==> config.mk <==
export PLATFORM = sky130hd
export DESIGN_NAME = hazard_ctrl
export DESIGN_NICKNAME = d
export VERILOG_FILES = /design/src/rtl/hazard_ctrl.sv
export SDC_FILE = /design/constraint.sdc
export NUM_CORES = 1
export LEC_CHECK = 0
export ABC_CLOCK_PERIOD_IN_PS = 3200
export CAP_MARGIN = 20
export CORE_MARGIN = 1.5
export CORE_UTILIZATION = 64
export CTS_CLUSTER_DIAMETER = 30
export DETAILED_ROUTE_END_ITERATION = 8
export DONT_BUFFER_PORTS = 1
export PLACE_DENSITY = 0.87
export SLEW_MARGIN = 20
export SYNTH_ARGS = -nofsm -noshare
export SYNTH_HDL_FRONTEND = slang
export SYNTH_SLANG_ARGS = --single-unit
export TNS_END_PERCENT = 100
==> constraint.sdc <==
create_clock -name clk -period 3.2 [get_ports clk]
set_input_delay 0.64 -clock clk [delete_from_list [all_inputs] [get_ports clk]]
set_output_delay 0.64 -clock clk [all_outputs]
set_load 0.03 [all_outputs]
==> src/rtl/hazard_ctrl.sv <==
// Hazard and sequencing controller for the five-stage core: stall/flush strobes,
// execute-stage operand forwarding, finish-instruction drain/halt and performance counters.
module hazard_ctrl #(
    parameter int WORD     = 32,
    parameter int REG_SIZE = 5
) (
    input  logic                clk,
    input  logic                reset,
    input  logic [REG_SIZE-1:0] raddr1D,
    input  logic [REG_SIZE-1:0] raddr2D,
    input  logic [REG_SIZE-1:0] raddr1E,
    input  logic [REG_SIZE-1:0] raddr2E,
    input  logic [REG_SIZE-1:0] writeRegE,
    input  logic                regWriteE,
    input  logic                mem2regE,
    input  logic                validE,
    input  logic                branchTakenE,
    input  logic                finishE,
    input  logic [REG_SIZE-1:0] writeRegM,
    input  logic                regWriteM,
    input  logic [REG_SIZE-1:0] writeRegW,
    input  logic                regWriteW,
    input  logic                memReqM,
    input  logic                memAckM,
    output logic                stallF,
    output logic                stallD,
    output logic                stallE,
    output logic                stallM,
    output logic                flushD,
    output logic                flushE,
    output logic [1:0]          fwd1E,
    output logic [1:0]          fwd2E,
    output logic                halted,
    output logic [WORD-1:0]     cycleCnt,
    output logic [WORD-1:0]     stallCnt,
    output logic [WORD-1:0]     flushCnt
);

    typedef enum logic [1:0] {
        S_RUN    = 2'b00,
        S_DRAIN  = 2'b01,
        S_HALTED = 2'b10
    } state_t;

    localparam logic [WORD-1:0] CNT_ONE = {{(WORD-1){1'b0}}, 1'b1};

    state_t          state_q, state_d;
    logic [1:0]      drain_cnt_q, drain_cnt_d;
    logic            halted_q, halted_d;
    logic [WORD-1:0] cycle_cnt_q, cycle_cnt_d;
    logic [WORD-1:0] stall_cnt_q, stall_cnt_d;
    logic [WORD-1:0] flush_cnt_q, flush_cnt_d;

    logic mem_stall;
    logic lw_stall;
    logic redirect;
    logic finish_go;

    // Forwarding: both execute operands share the same priority mux.
    logic [1:0][REG_SIZE-1:0] raddr_e;
    logic [1:0][1:0]          fwd_sel;

    assign raddr_e = {raddr2E, raddr1E};

    genvar gi;
    generate
        for (gi = 0; gi < 2; gi++) begin : g_fwd
            logic hit_m;
            logic hit_w;
            assign hit_m = regWriteM && (writeRegM != '0) && (writeRegM == raddr_e[gi]);
            assign hit_w = regWriteW && (writeRegW != '0) && (writeRegW == raddr_e[gi]);
            assign fwd_sel[gi] = hit_m ? 2'b10 : (hit_w ? 2'b01 : 2'b00);
        end
    endgenerate

    assign fwd1E = fwd_sel[0];
    assign fwd2E = fwd_sel[1];

    assign mem_stall = memReqM && !memAckM;
    assign lw_stall  = validE && mem2regE && regWriteE && (writeRegE != '0) &&
                       ((writeRegE == raddr1D) || (writeRegE == raddr2D));
    assign redirect  = validE && branchTakenE;
    assign finish_go = validE && finishE && !mem_stall;

    always_comb begin
        state_d     = state_q;
        drain_cnt_d = drain_cnt_q;
        cycle_cnt_d = cycle_cnt_q;
        stall_cnt_d = stall_cnt_q;
        flush_cnt_d = flush_cnt_q;
        stallF      = 1'b0;
        stallD      = 1'b0;
        stallE      = 1'b0;
        stallM      = 1'b0;
        flushD      = 1'b0;
        flushE      = 1'b0;

        case (state_q)
            S_RUN: begin
                cycle_cnt_d = cycle_cnt_q + CNT_ONE;
                if (mem_stall || (lw_stall && !redirect)) begin
                    stall_cnt_d = stall_cnt_q + CNT_ONE;
                end
                if (redirect && !mem_stall && !finish_go) begin
                    flush_cnt_d = flush_cnt_q + CNT_ONE;
                end

                if (mem_stall) begin
                    stallF = 1'b1;
                    stallD = 1'b1;
                    stallE = 1'b1;
                    stallM = 1'b1;
                end else if (finish_go) begin
                    // Younger instructions must not follow the finish into execute.
                    stallF      = 1'b1;
                    stallD      = 1'b1;
                    flushE      = 1'b1;
                    state_d     = S_DRAIN;
                    drain_cnt_d = 2'd2;
                end else if (redirect) begin
                    flushD = 1'b1;
                    flushE = 1'b1;
                end else if (lw_stall) begin
                    stallF = 1'b1;
                    stallD = 1'b1;
                    flushE = 1'b1;
                end
            end

            S_DRAIN: begin
                cycle_cnt_d = cycle_cnt_q + CNT_ONE;
                stallF      = 1'b1;
                stallD      = 1'b1;
                flushE      = 1'b1;
                if (mem_stall) begin
                    stallM = 1'b1;
                end else begin
                    drain_cnt_d = drain_cnt_q - 2'd1;
                    if (drain_cnt_q == 2'd1) begin
                        state_d = S_HALTED;
                    end
                end
            end

            S_HALTED: begin
                stallF = 1'b1;
                stallD = 1'b1;
                stallE = 1'b1;
                stallM = 1'b1;
            end

            default: begin
                state_d     = S_RUN;
                drain_cnt_d = 2'd0;
            end
        endcase

        halted_d = (state_d == S_HALTED);
    end

    always_ff @(posedge clk or negedge reset) begin
        if (!reset) begin
            state_q     <= S_RUN;
            drain_cnt_q <= 2'd0;
            halted_q    <= 1'b0;
            cycle_cnt_q <= '0;
            stall_cnt_q <= '0;
            flush_cnt_q <= '0;
        end else begin
            state_q     <= state_d;
            drain_cnt_q <= drain_cnt_d;
            halted_q    <= halted_d;
            cycle_cnt_q <= cycle_cnt_d;
            stall_cnt_q <= stall_cnt_d;
            flush_cnt_q <= flush_cnt_d;
        end
    end

    assign halted   = halted_q;
    assign cycleCnt = cycle_cnt_q;
    assign stallCnt = stall_cnt_q;
    assign flushCnt = flush_cnt_q;

endmodule

==> results.toml <==
[critical_path]
crit_end = "flushCnt[31]"
start_kind = "flip-flop"
r2r_cells = 7
endpoint_kind = "flip-flop"
startpoint = "state_q[1]"
worstReg2RegStart = "state_q[1]"
crit_path_max_fanout = 13
reg2reg_to = "flushCnt[31]"
rrSetupSlack_ns = 0.36
worstPathRequired_ns = 3.49
arrival_ns = 3.13
path_class = "flip-flop to flip-flop"

[layout]
final_cells = 599
syn_to_final_growth_pct = 6.756
design_area_um2 = 5497
fillCellCount = 539
regArea_um2 = 2527
multiInputGateArea_um2 = 2512
nets = 547
antenna_cells = 0
drive_gt1_frac = 0.08853

[logic_synthesis]
synth_seq_area_share = 0.4909
synth_seq_cells = 101
syn_area_um2 = 5149
synthFlopType = "dfrtp_1"
ys_warn_count = 0
yosysTopAreaCell = "dfrtp_1"
yosysMostFrequentCell = "dfrtp_1"
synthCells = 483
syn_nets = 538
synth_edf_count = 0
yosys-top-cells-count = "dfrtp_1, xnor2_1, xor2_1, nand2_1, nand3_1"
synth_cell_types = 45
synth_top_area_frac = 0.4909
synth.avg_cell_area_um2 = 10.66
yosys-top-cells-area = "dfrtp_1, xnor2_1, xor2_1, nand2_1, nand3_1"
async_flop_share = 1.000

[pwr]
p_leak_nw = 2.521
p_per_area_nw_per_um2 = 572.7
ir_drop_mv = 0.5519

[sta]
max_freq_mhz = 351.9
setup_viol = 0
hold_violations = 0
slew_viol_final = 0
slew_headroom = 0.5206
final.setup_skew_ns = 0.01155
setup_total_negative_slack_ns = 0
worst_pin_slew_ns = 0.6990
min_period_ns = 2.842
grt_setup_unrepaired = "no"
period_share = 0.8880

[detailed_routing]
post_drt_via_cell_ratio = 6.055
dr_wl_met3_um = 981
ant_nets = 0
drcViolationCount = 0
wl_met2_mm = 5.456
drtIter0Drc = 135
firstDrtPassIters = 4
routed_wl_mm = 10.69
met1Wirelength_mm = 4.129
routedWlPerCell_um = 17.84
dr_total_vias = 3627
top_layer_used = "met4"

[global_route]
grt_max_degree = 102
antenna_found_initial = 0
grt_usage = 0.2611
grt_pass1_vias = 3740
grt_first_pass_wirelength_mm = 17.68
overflow = 0

[floorplanning]
dieHeight_um = 92.69
die_x_um = 92.69
core_area_um2 = 7767
start_util = 0.6629
die-area_um2 = 8591
num_rows = 32
ios = 153

[placed_design]
dpl.hpwl_mm = 7.891
place_congestion = 0.8126
place_inst = 582
placed_cell_area_um2 = 5280
io_buffers = 0

[clocking]
cts_root_buffer = "clkbuf_8"
path_clk_slew_ns = 0.10
cts_tree = "done"
cts_max_path_buffers = 2
cts_made_buffers = 9
clkLatencyLatePin_ns = 0.36
h-tree-depth = 3
clock-sinks = 101
post_cts_buffers = 0

[worst_hold_path]
hp-class = "primary input to async pin"

[job]
cap_violations = 0

[run_status]
status = "completed"
## cells in the final DEF, fill, tap and decap left out, types with 10 or more instances in the layout
| cell | count |
|---|---|
| nand4_1 | 16 |
| nand2_1 | 52 |
| nand3_1 | 31 |
| inv_1 | 12 |
| nor4_1 | 13 |
| nor3_1 | 18 |
| clkbuf_8 | 10 |
| xor2_1 | 55 |
| and3_1 | 11 |
| xnor2_1 | 68 |
| nor2_1 | 24 |
| dfrtp_1 | 101 |
## state kept, by name (all words and copies together), names as in the netlist
signal	cells
cycleCnt	32
flushCnt	32
stallCnt	32
drain_cnt_q	2
state_q	2
halted	1
## area by class of cell
cell class                      instances  area share
Clock inverter                          6    0.009333
Multi-Input combinational cell        358      0.4571
Inverter                               12    0.008195
Clock buffer                           10     0.02504
Sequential cell                       101      0.4598
Tap cell                              102     0.02322
Timing Repair Buffer                   10     0.01730
## how the worst min path moves through the flow
stage | endpoint | slack (ns) | cells past startpoint
after global routing | cycleCnt[29] | 0.19 | 1
after CTS | cycleCnt[29] | 0.20 | 1
final | cycleCnt[28] | 0.18 | 1
after floorplan | cycleCnt[0] | 0.34 | 0
after detailed placement | cycleCnt[26] | 0.35 | 0
after global placement | cycleCnt[25] | 0.35 | 0
## stage by stage
stage | utilization | hold WS (ns) | total power [mW] | worst slack, ns
after floorplan | - | 0.3444 | 2.227 | 0.1188
after global placement | 0.6798 | 0.3462 | 2.321 | 0.6398
after detailed placement | 0.6798 | 0.3462 | 2.363 | 0.4168
after CTS | 0.7076 | 0.2033 | 3.173 | 0.3868
after global routing | 0.7076 | 0.1886 | 3.320 | 0.07398
final | 0.7076 | 0.1753 | 3.148 | 0.3583
## report_power, final
group / switching (mW) / internal (mW)
Combinational: 0.386 / 0.246
Clock: 0.464 / 0.319
Sequential: 0.347 / 1.39
## timing repair
item | CTS | global route
hold buffers | 1 | 0
gates resized for setup | 0 | 0
hold endpoints to repair | 101 | 0
## cell families (layout without fill, tap and decap cells)
group | count (synthesis) | in the layout | synth area share
simple gates | 200 | 200 | 0.2216
compound gates | 22 | 22 | 0.02600
buf+inv | 24 | 38 | 0.02187
fa+ha+maj | 9 | 9 | 0.02187
flops | 101 | 101 | 0.4909
xor+xnor | 123 | 123 | 0.2092
mux | 4 | 4 | 0.008505
## routing by layer
layer  GRT usage  vias to the layer above
met5           0                        -
met4     0.07955                        0
met3      0.1034                       14
met2      0.4387                      161
met1      0.3086                     1772
li1            -                     1680
## worst max-delay path, cell delays in order (launching register included)
cell and delay, ns:
dfrtp_1 0.45, inv_1 0.15, ha_1 0.42, nor4b_4 0.43, and4_1 0.40, nand4_1 0.38, nor3_1 0.37, xor2_1 0.16
No activity file was read; power rests on OpenSTA's default activity.
